File: config.mk
export PLATFORM = sky130hd
export DESIGN_NAME = run_sequencer_flat
export DESIGN_NICKNAME = d
export VERILOG_FILES = /design/src/rtl/run_seq_pkg.sv /design/src/rtl/run_sequencer_if.sv /design/src/rtl/run_cycle_counter.sv /design/src/rtl/run_sequencer.sv /design/src/flat_wrapper.sv
export SDC_FILE = /design/constraint.sdc
export NUM_CORES = 1
export LEC_CHECK = 0
export BUFFER_PORTS_ARGS = -buffer_cell sky130_fd_sc_hd__buf_2
export CAP_MARGIN = 20
export CORE_MARGIN = 3
export CORE_UTILIZATION = 50
export CTS_BUF_LIST = sky130_fd_sc_hd__clkbuf_4
export CTS_CLUSTER_SIZE = 14
export DETAILED_ROUTE_END_ITERATION = 12
export PLACE_DENSITY = 0.7
export SETUP_SLACK_MARGIN = 0.3
export SLEW_MARGIN = 5
export SYNTH_ARGS = -nofsm -noshare
export SYNTH_HDL_FRONTEND = slang
export SYNTH_HIERARCHICAL = 1
export SYNTH_SLANG_ARGS = --single-unit
File: constraint.sdc
create_clock -name Clk -period 7.3 [get_ports Clk]
set_input_delay 1.095 -clock Clk [delete_from_list [all_inputs] [get_ports Clk]]
set_output_delay 1.095 -clock Clk [all_outputs]
set_load 0.1 [all_outputs]
File: src/rtl/run_seq_pkg.sv
// Shared types and default parameters for the run sequencer: FSM state
// encoding and the default widths/timing used by the top and its counter.
package run_seq_pkg;

    localparam int unsigned AW_DEF           = 8;
    localparam int unsigned DW_DEF           = 8;
    localparam int unsigned START_CYCLES_DEF = 2;
    localparam int unsigned CNT_W_DEF        = 16;
    localparam int unsigned TIMEOUT_DEF      = 4000;

    typedef enum logic [2:0] {
        ST_IDLE,
        ST_LOAD,
        ST_START,
        ST_RUN,
        ST_DONE
    } state_e;

endpackage

File: src/rtl/run_sequencer_if.sv
// Host-side bundle of the run sequencer: run request, preload stream,
// data-memory write port, processor handshake and run status.
interface run_sequencer_if #(
    parameter int unsigned AW    = 8,
    parameter int unsigned DW    = 8,
    parameter int unsigned CNT_W = 16
);
    logic             Go;
    logic [AW-1:0]    LoadBase;
    logic [AW:0]      LoadLen;
    logic             HostValid;
    logic [DW-1:0]    HostData;
    logic             HostReady;
    logic             DmWrEn;
    logic [AW-1:0]    DmAddr;
    logic [DW-1:0]    DmData;
    logic             Start;
    logic             Ack;
    logic             Busy;
    logic             Done;
    logic             TimedOut;
    logic [CNT_W-1:0] CycleCount;

    // Host / processor side: drives requests and Ack, observes status.
    modport master (
        output Go, LoadBase, LoadLen, HostValid, HostData, Ack,
        input  HostReady, DmWrEn, DmAddr, DmData, Start, Busy, Done,
               TimedOut, CycleCount
    );

    // Sequencer side.
    modport slave (
        input  Go, LoadBase, LoadLen, HostValid, HostData, Ack,
        output HostReady, DmWrEn, DmAddr, DmData, Start, Busy, Done,
               TimedOut, CycleCount
    );

endinterface

File: src/rtl/run_cycle_counter.sv
// Clearable, enabled cycle counter with a registered-free compare against a
// fixed limit; hit is high while the count equals LIMIT.
module run_cycle_counter #(
    parameter int unsigned      CNT_W = 16,
    parameter logic [CNT_W-1:0] LIMIT = '1
) (
    input  logic             Clk,
    input  logic             Reset,
    input  logic             clear,
    input  logic             enable,
    output logic [CNT_W-1:0] count,
    output logic             hit
);

    // NOTE: sequential state uses non-blocking assignments so every flop
    // samples pre-edge values regardless of process ordering.
    always_ff @(posedge Clk or negedge Reset) begin
        if (!Reset) begin
            count <= '0;
        end else if (clear) begin
            count <= '0;
        end else if (enable) begin
            count <= count + 1'b1;
        end
    end

    assign hit = (count == LIMIT);

endmodule

File: src/rtl/run_sequencer.sv
// Run sequencer: preloads data memory from a host byte stream, pulses the
// processor Start, then times the run until Ack or timeout.
module run_sequencer
    import run_seq_pkg::*;
#(
    parameter int unsigned AW           = AW_DEF,
    parameter int unsigned DW           = DW_DEF,
    parameter int unsigned START_CYCLES = START_CYCLES_DEF,
    parameter int unsigned CNT_W        = CNT_W_DEF,
    parameter int unsigned TIMEOUT      = TIMEOUT_DEF
) (
    input  logic            Clk,
    input  logic            Reset,
    run_sequencer_if.slave  bus
);

    localparam int unsigned SC_W = (START_CYCLES > 1) ? $clog2(START_CYCLES) : 1;

    state_e           state, state_nxt;

    logic [AW-1:0]    base_q, base_n;
    logic [AW:0]      len_q, len_n;
    logic [AW:0]      acc_q, acc_n;
    logic [SC_W-1:0]  sc_q, sc_n;

    logic             ready_q, ready_n;
    logic             wr_q, wr_n;
    logic [AW-1:0]    addr_q, addr_n;
    logic [DW-1:0]    data_q, data_n;
    logic             start_q, start_n;
    logic             busy_q, busy_n;
    logic             done_q, done_n;
    logic             to_q, to_n;
    logic [CNT_W-1:0] cc_q, cc_n;

    logic             cnt_clear, cnt_en, cnt_hit;
    logic [CNT_W-1:0] cnt;

    run_cycle_counter #(
        .CNT_W (CNT_W),
        .LIMIT (CNT_W'(TIMEOUT))
    ) u_counter (
        .Clk    (Clk),
        .Reset  (Reset),
        .clear  (cnt_clear),
        .enable (cnt_en),
        .count  (cnt),
        .hit    (cnt_hit)
    );

    always_ff @(posedge Clk or negedge Reset) begin
        if (!Reset) begin
            state <= ST_IDLE;
        end else begin
            state <= state_nxt;
        end
    end

    // NOTE: every variable gets a default before the case so no path can
    // leave one unassigned and infer a latch.
    always_comb begin
        state_nxt = state;
        base_n    = base_q;
        len_n     = len_q;
        acc_n     = acc_q;
        sc_n      = sc_q;
        ready_n   = 1'b0;
        wr_n      = 1'b0;
        addr_n    = addr_q;
        data_n    = data_q;
        start_n   = 1'b0;
        done_n    = done_q;
        to_n      = to_q;
        cc_n      = cc_q;
        cnt_clear = 1'b0;
        cnt_en    = 1'b0;

        case (state)
            ST_IDLE, ST_DONE: begin
                if (bus.Go) begin
                    base_n = bus.LoadBase;
                    len_n  = bus.LoadLen;
                    acc_n  = '0;
                    sc_n   = '0;
                    done_n = 1'b0;
                    to_n   = 1'b0;
                    cc_n   = '0;
                    if (bus.LoadLen != '0) begin
                        state_nxt = ST_LOAD;
                        ready_n   = 1'b1;
                    end else begin
                        state_nxt = ST_START;
                        start_n   = 1'b1;
                    end
                end
            end

            ST_LOAD: begin
                ready_n = 1'b1;
                if (bus.HostValid && ready_q) begin
                    wr_n   = 1'b1;
                    addr_n = base_q + acc_q[AW-1:0];
                    data_n = bus.HostData;
                    acc_n  = acc_q + 1'b1;
                    if (acc_q == len_q - 1'b1) begin
                        state_nxt = ST_START;
                        ready_n   = 1'b0;
                        start_n   = 1'b1;
                    end
                end
            end

            // Ack is deliberately not looked at here: it may be stale.
            ST_START: begin
                if (sc_q == SC_W'(START_CYCLES - 1)) begin
                    state_nxt = ST_RUN;
                    cnt_clear = 1'b1;
                end else begin
                    start_n = 1'b1;
                    sc_n    = sc_q + 1'b1;
                end
            end

            // Ack takes priority over a coincident timeout.
            ST_RUN: begin
                if (bus.Ack) begin
                    state_nxt = ST_DONE;
                    done_n    = 1'b1;
                    to_n      = 1'b0;
                    cc_n      = cnt;
                end else if (cnt_hit) begin
                    state_nxt = ST_DONE;
                    done_n    = 1'b1;
                    to_n      = 1'b1;
                    cc_n      = cnt;
                end else begin
                    cnt_en = 1'b1;
                end
            end

            default: state_nxt = ST_IDLE;
        endcase

        busy_n = (state_nxt == ST_LOAD) || (state_nxt == ST_START) ||
                 (state_nxt == ST_RUN);
    end

    always_ff @(posedge Clk or negedge Reset) begin
        if (!Reset) begin
            base_q  <= '0;
            len_q   <= '0;
            acc_q   <= '0;
            sc_q    <= '0;
            ready_q <= 1'b0;
            wr_q    <= 1'b0;
            addr_q  <= '0;
            data_q  <= '0;
            start_q <= 1'b0;
            busy_q  <= 1'b0;
            done_q  <= 1'b0;
            to_q    <= 1'b0;
            cc_q    <= '0;
        end else begin
            base_q  <= base_n;
            len_q   <= len_n;
            acc_q   <= acc_n;
            sc_q    <= sc_n;
            ready_q <= ready_n;
            wr_q    <= wr_n;
            addr_q  <= addr_n;
            data_q  <= data_n;
            start_q <= start_n;
            busy_q  <= busy_n;
            done_q  <= done_n;
            to_q    <= to_n;
            cc_q    <= cc_n;
        end
    end

    assign bus.HostReady  = ready_q;
    assign bus.DmWrEn     = wr_q;
    assign bus.DmAddr     = addr_q;
    assign bus.DmData     = data_q;
    assign bus.Start      = start_q;
    assign bus.Busy       = busy_q;
    assign bus.Done       = done_q;
    assign bus.TimedOut   = to_q;
    assign bus.CycleCount = cc_q;

endmodule

File: src/flat_wrapper.sv
// flat-port wrapper written by rule: the top's interface ports become plain ports
module run_sequencer_flat import run_seq_pkg::*;
#(
    parameter int unsigned AW           = AW_DEF,
    parameter int unsigned DW           = DW_DEF,
    parameter int unsigned START_CYCLES = START_CYCLES_DEF,
    parameter int unsigned CNT_W        = CNT_W_DEF,
    parameter int unsigned TIMEOUT      = TIMEOUT_DEF
)
  (Clk, Reset, bus_Go, bus_LoadBase, bus_LoadLen, bus_HostValid, bus_HostData, bus_Ack, bus_HostReady, bus_DmWrEn, bus_DmAddr, bus_DmData, bus_Start, bus_Busy, bus_Done, bus_TimedOut, bus_CycleCount);
  run_sequencer_if #(.AW(AW), .DW(DW), .CNT_W(CNT_W)) bus_i ();
  input  logic Clk;
  input  logic Reset;
  input wire logic [$bits(bus_i.Go)-1:0] bus_Go;
  input wire logic [$bits(bus_i.LoadBase)-1:0] bus_LoadBase;
  input wire logic [$bits(bus_i.LoadLen)-1:0] bus_LoadLen;
  input wire logic [$bits(bus_i.HostValid)-1:0] bus_HostValid;
  input wire logic [$bits(bus_i.HostData)-1:0] bus_HostData;
  input wire logic [$bits(bus_i.Ack)-1:0] bus_Ack;
  output wire logic [$bits(bus_i.HostReady)-1:0] bus_HostReady;
  output wire logic [$bits(bus_i.DmWrEn)-1:0] bus_DmWrEn;
  output wire logic [$bits(bus_i.DmAddr)-1:0] bus_DmAddr;
  output wire logic [$bits(bus_i.DmData)-1:0] bus_DmData;
  output wire logic [$bits(bus_i.Start)-1:0] bus_Start;
  output wire logic [$bits(bus_i.Busy)-1:0] bus_Busy;
  output wire logic [$bits(bus_i.Done)-1:0] bus_Done;
  output wire logic [$bits(bus_i.TimedOut)-1:0] bus_TimedOut;
  output wire logic [$bits(bus_i.CycleCount)-1:0] bus_CycleCount;
  assign bus_i.Go = bus_Go;
  assign bus_i.LoadBase = bus_LoadBase;
  assign bus_i.LoadLen = bus_LoadLen;
  assign bus_i.HostValid = bus_HostValid;
  assign bus_i.HostData = bus_HostData;
  assign bus_i.Ack = bus_Ack;
  assign bus_HostReady = bus_i.HostReady;
  assign bus_DmWrEn = bus_i.DmWrEn;
  assign bus_DmAddr = bus_i.DmAddr;
  assign bus_DmData = bus_i.DmData;
  assign bus_Start = bus_i.Start;
  assign bus_Busy = bus_i.Busy;
  assign bus_Done = bus_i.Done;
  assign bus_TimedOut = bus_i.TimedOut;
  assign bus_CycleCount = bus_i.CycleCount;
  run_sequencer #(.AW(AW), .DW(DW), .START_CYCLES(START_CYCLES), .CNT_W(CNT_W), .TIMEOUT(TIMEOUT)) u_core (.Clk(Clk), .Reset(Reset), .bus(bus_i));
endmodule
[After elaboration in Yosys (flattened, before gate mapping)]
Cells that the tools add are included.
Storage, ports and cells
  register bits: 84
  bits in latches: 0
  memory bits (writable): 0
  memory bits (read-only): 0
  input bits: 30
  output and inout bits: 38
  word-level logic and storage cells: 90
  memories: 0
Cells by class
  add/sub/neg operators: 5
  multipliers: 0
  div/mod/pow operators: 0
  $lt $le $gt $ge: 0
  eq/ne operators: 12
  shifts and indexed selects: 0
  muxes and demuxes: 43
  bitwise operators: 0
  reduce and logical (&&, ||, !) cells: 15
Operators by type and width (number)
  16-bit two-way mux: 5
  16-bit one-hot mux with 2 select lines: 1
  1-bit two-way mux: 21
  3-bit two-way mux: 6
  9-bit two-way mux: 2
  9-bit one-hot mux with 2 select lines: 1
  16-bit by 1-bit adder with 16-bit output, second input constant: 1
  16-bit by 12-bit == test with 1-bit output, second input constant: 1
  3-bit by 2-bit == test with 1-bit output, second input constant: 4
  3-bit one-hot mux with 4 select lines: 1
  9-bit by 1-bit adder with 9-bit output, second input constant: 1
  9-bit == test: 1
  9-bit nonzero test: 1
  9-bit by 1-bit subtractor with 9-bit output, second input constant: 1
  8-bit adder: 1
  1-bit one-hot mux with 2 select lines: 4
  2-bit nonzero test: 4
  3-bit by 1-bit == test with 1-bit output, second input constant: 2
  2-bit AND reduction: 3
  3-bit AND reduction: 2
  3-bit == test, second input constant: 1
  3-bit logical NOT: 1
  3-bit by 2-bit inequality test with 1-bit output, second input constant: 1
  1-bit one-hot mux with 3 select lines: 1
  7 further kinds: 8

[Depth between registers and ports, before layout]
  depth in word-level cells: 8
  depth in mapped cells: 13
  depth with buffers taken out: 11

[Hierarchy]
The synthesis kept the hierarchy.
By module, submodules not included
  run_sequencer: instances 1, cells an instance 329, area each 3261.9 um^2, seq. area each 1701.6 um^2
  run_cycle_counter: instances 1, cells an instance 92, area each 858.3 um^2, seq. area each 400.4 um^2

[Worst setup path before layout]
No wires, ideal clock.
  path kind: in2reg
  start: in bus_Ack
  end: reg u_core.u_counter.count[15]
  library setup time: 0.077 ns
  arrival time: 2.575 ns
  path slack: 4.648 ns
  stages on the path: 8
  cell sequence: nor2_1 nand2_1 inv_1 buf_2 o2111ai_1 or4_4 or3_1 a21oi_1
On the way
  cells in the longest elaborated chain, start to end: 3
Ends and longest elaborated chain
  start, declared: line flat_wrapper.sv:19  | input wire logic [$bits(bus_i.Ack)-1:0] bus_Ack;
  1-bit two-way mux: line run_sequencer.sv:126  | if (bus.Ack) begin
  1-bit two-way mux: line run_sequencer.sv:78  | case (state)
  via u_core.cnt_en: line run_sequencer.sv:36  | logic cnt_clear, cnt_en, cnt_hit;
  2-bit nonzero test (no source line)
  end signal, assigned: line run_cycle_counter.sv:23  | count <= count + 1'b1;
  end, declared: line run_cycle_counter.sv:11  | output logic [CNT_W-1:0] count,
The timed path passes the listed nets, and every way through them passes these cells.
A chain may end at the register's enable or synchronous reset.

[Final worst setup path]
  start: reg u_core.state[2]
  end: reg u_core.u_counter.count[15]
On the way
  cells in the longest elaborated chain, start to end: 3
  elaborated cells between the ends (all ways): 6
  those cells by class: eq/ne (2); mux (3); reduce/logical (1)
Ends and longest elaborated chain
  start, declared: line run_sequencer.sv:19  | state_e state, state_nxt;
  start signal, assigned: line run_sequencer.sv:55  | state <= state_nxt;
  3-bit by 2-bit == test with 1-bit output (*): line run_sequencer.sv:78
  1-bit two-way mux (*): line run_sequencer.sv:78
  via u_core.cnt_clear: line run_sequencer.sv:36
  16-bit two-way mux / 2-bit nonzero test (equally long branches)
Mark *: on every way through the listed nets, which the timed path passes. The rest lies on a longest branch.

==> flow_metrics.env <==
export IMPL_outcome="complete, no violations"
export IMPL_yosysTopAreaCell="dfrtp_1"
export IMPL_r2r_cells=6
export IMPL_syn_num_nets=463
export IMPL_synth_top_area_share=0.5102
export IMPL_clock_sinks=84
export IMPL_synthArstFlopShare=1.000
export IMPL_die_area_um2=9365
export IMPL_dp_cells=578
export IMPL_overflow=0
export IMPL_drive_gt1_frac=0.2028
export IMPL_cts_resized=0
export IMPL_vias=3217
export IMPL_holdBufCountCts=0
export IMPL_htreeDepth=3
export IMPL_drv_slew=0
export IMPL_drc=0
export IMPL_end_kind="flip-flop"
export IMPL_power_density_nw_per_um2=397.6
export IMPL_cts_tree="built"
export IMPL_initial_core_util=0.5250
export IMPL_syn_area_per_cell_um2=9.787
export IMPL_wire_per_inst_um=15.47
export IMPL_hold_path_class="reg2reg"
export IMPL_io_pins=68
export IMPL_slew_headroom=0.4879
export IMPL_hpwlAfterDp_um=6471
export IMPL_gr_usage_all_layers=0.2069
export IMPL_seq_area_frac_synth=0.5102
export IMPL_postCtsSetupBuffers=0
export IMPL_layout_min_cycle_time_ns=2.788
export IMPL_placed_area_um2=4557
export IMPL_regToRegEndpoint="u_core/u_counter/count[15]$_DFFE_PN0P_"
export IMPL_cts_buffer_depth=2
export IMPL_synth_edff_count=0
export IMPL_hold_viol_final=0
export IMPL_r2r_start="u_core/state[2]$_DFF_PN0_"
export IMPL_fin_area_um2=4715
export IMPL_grt_pass1_vias=3291
export IMPL_critPathLaunchType="flip-flop"
export IMPL_port_buffers=67
export IMPL_area_growth_pct=14.42
export IMPL_first_pass_iters=4
export IMPL_r2r_slack_ns=4.51
export IMPL_synth_flop_cell="dfrtp_1"
export IMPL_detail_route_antenna_nets=0
export IMPL_core_um2=7848
export IMPL_power_mw=1.874
export IMPL_cp_max_fo=19
export IMPL_clock_skew_ns=0.01501
export IMPL_final_cells=595
export IMPL_cts_made_buffers=9
export IMPL_yosysUniqueCellTypes=54
export IMPL_clkLatencyLatePin_ns=0.43
export IMPL_final_nets=530
export IMPL_antenna_found_initial=0
export IMPL_ys_ff_latch=84
export IMPL_die_h_um=96.78
export IMPL_vias_per_cell=5.407
export IMPL_crit_type="reg2reg"
export IMPL_netlist_instances=421
export IMPL_gp_congestion=0.8555
export IMPL_cts_root_buffer="clkbuf_4"
export IMPL_critPathRequiredTime_ns=7.66
export IMPL_finalSetupTns_ns=0
export IMPL_synthTopCellsByArea="dfrtp_1, nand2_1, xor2_1"
export IMPL_rsz0062_at_grt="false"
export IMPL_path_clk_slew_ns=0.13
export IMPL_wirelength_um=9203
export IMPL_yosys_warnings=6
export IMPL_drt_first_iter_violations=135
export IMPL_grt_pass1_wl_um=15940
export IMPL_cp_startpoint="u_core/state[2]$_DFF_PN0_"
export IMPL_fin_util=0.6008
export IMPL_setup_violations=0
export IMPL_leakagePower_nw=2.354
export IMPL_num_antenna_cells=0
export IMPL_vdd_ir_drop_max_mv=0.3420
export IMPL_cp_endpoint="u_core/u_counter/count[15]$_DFFE_PN0P_"
export IMPL_die_w_um=96.78
export IMPL_tightest_slew_ns=0.7653
export IMPL_cp_data_arrival_time_ns=3.15
export IMPL_grt_max_degree=85
export IMPL_clock_fmax_mhz=358.7
export IMPL_period_share=0.3819
export IMPL_syn_area_um2=4120
export IMPL_rows=32
export IMPL_cap_viol_max_count=0
## through the flow
stage	setup WS, ns	hold slack, ns
floorplan	4.648	0.4523
global placement	4.430	0.4543
detailed placement	4.350	0.4638
CTS	4.487	0.4939
global route	4.278	0.5132
finish	4.512	0.4878
## worst max-delay path: stages, from the launching register on
cell and delay, ns:
dfrtp_1 0.45, nor3b_1 0.43, and2_1 0.67, o2111ai_1 0.22, or4_4 0.46, or3_1 0.35, a21oi_1 0.14
## kinds of logic after synthesis
family,Yosys count,synth area share
simple gates,188,0.2241
xor+xnor,32,0.06802
compound gates,74,0.1291
flops,84,0.5102
mux,1,0.002429
buf+inv,30,0.02794
fa+ha+maj,12,0.03826
## metal layers
metal	GRT usage	wire (um)	share of wire
met1	0.2705	4131	0.45
met2	0.3519	4604	0.50
met3	0.03461	368	0.040
met4	0.06587	99	0.011
met5	0	0	0
## cell usage in the layout, fill, tap and decap left out, types with 3 or more instances in the layout
cell | synthesis | layout
a21o_1 | 4 | 4
a21oi_1 | 11 | 11
a22o_1 | 16 | 16
and2_1 | 4 | 4
buf_2 | 2 | 66
buf_4 | 0 | 4
clkbuf_4 | 0 | 10
dfrtp_1 | 84 | 84
ha_1 | 11 | 11
inv_1 | 13 | 13
nand2_1 | 90 | 90
nand2b_1 | 3 | 3
nand3_1 | 16 | 16
nand3b_1 | 3 | 3
nand4_1 | 8 | 8
nor2_1 | 29 | 29
nor2b_1 | 4 | 4
nor3_1 | 5 | 5
nor3b_2 | 3 | 3
nor4_1 | 5 | 5
o21a_1 | 4 | 4
o21ai_0 | 18 | 18
o21ai_1 | 4 | 4
o31ai_1 | 4 | 4
or3_1 | 4 | 4
xnor2_1 | 15 | 15
xor2_1 | 17 | 17
## how the worst min path moves through the flow
stage / from / endpoint / slack, ns / cells after the start
after floorplan: u_core/base_q[0]$_DFFE_PN0P_ / u_core/base_q[0]$_DFFE_PN0P_ / 0.45 / 2
after global placement: u_core/bus.DmData[0]$_DFFE_PN0P_ / u_core/bus.DmData[0]$_DFFE_PN0P_ / 0.45 / 2
after detailed placement: u_core/bus.DmData[5]$_DFFE_PN0P_ / u_core/bus.DmData[5]$_DFFE_PN0P_ / 0.46 / 2
after CTS: u_core/bus.DmData[5]$_DFFE_PN0P_ / u_core/bus.DmData[5]$_DFFE_PN0P_ / 0.49 / 2
after global routing: u_core/bus.Done$_DFFE_PN0P_ / u_core/bus.Done$_DFFE_PN0P_ / 0.51 / 1
final: u_core/bus.DmData[0]$_DFFE_PN0P_ / u_core/bus.DmData[0]$_DFFE_PN0P_ / 0.49 / 2
## state kept, by name, indices dropped and copies added, names as in the netlist, 3 cells and up
| name | cells |
|---|---|
| u_core/bus.DmAddr | 8 |
| u_core/state | 3 |
| u_core/bus.DmData | 8 |
| u_core/len_q | 9 |
| u_core/acc_q | 9 |
| u_core/u_counter/count | 16 |
| u_core/bus.CycleCount | 16 |
| u_core/base_q | 8 |
## layout make-up
| cell class | count | area [um^2] |
|---|---|---|
| clock buffer | 10 | 75.07 |
| clock inverter | 6 | 55.05 |
| fill | 706 | 3133 |
| inverter | 14 | 52.55 |
| multi-input combinational | 307 | 1903 |
| sequential | 84 | 2102 |
| tap | 102 | 127.6 |
| timing repair buffer | 72 | 399.1 |
## synthesized netlist by cell type, drive strengths merged, types with 2 or more instances
cell type  count
and2           4
nor3b          4
o21a           4
nand4          8
nand2b         3
or4            3
nor2b          4
nor2          29
nand3         17
nand3b         3
o31ai          4
or3            4
nor4           6
dfrtp         84
a21o           4
a21oi         11
xor2          17
inv           14
a21boi         3
and3           2
nand2         90
clkbuf        14
o21ai         22
xnor2         15
buf            2
a22o          16
ha            11
nor3           5
## power breakdown
group          total, mW  switching, mW  internal [mW]
combinational      0.927          0.691          0.236
sequential         0.690          0.109          0.582
clock              0.257          0.152          0.105
total               1.87          0.951          0.923
No activity file was read; power rests on OpenSTA's default activity.
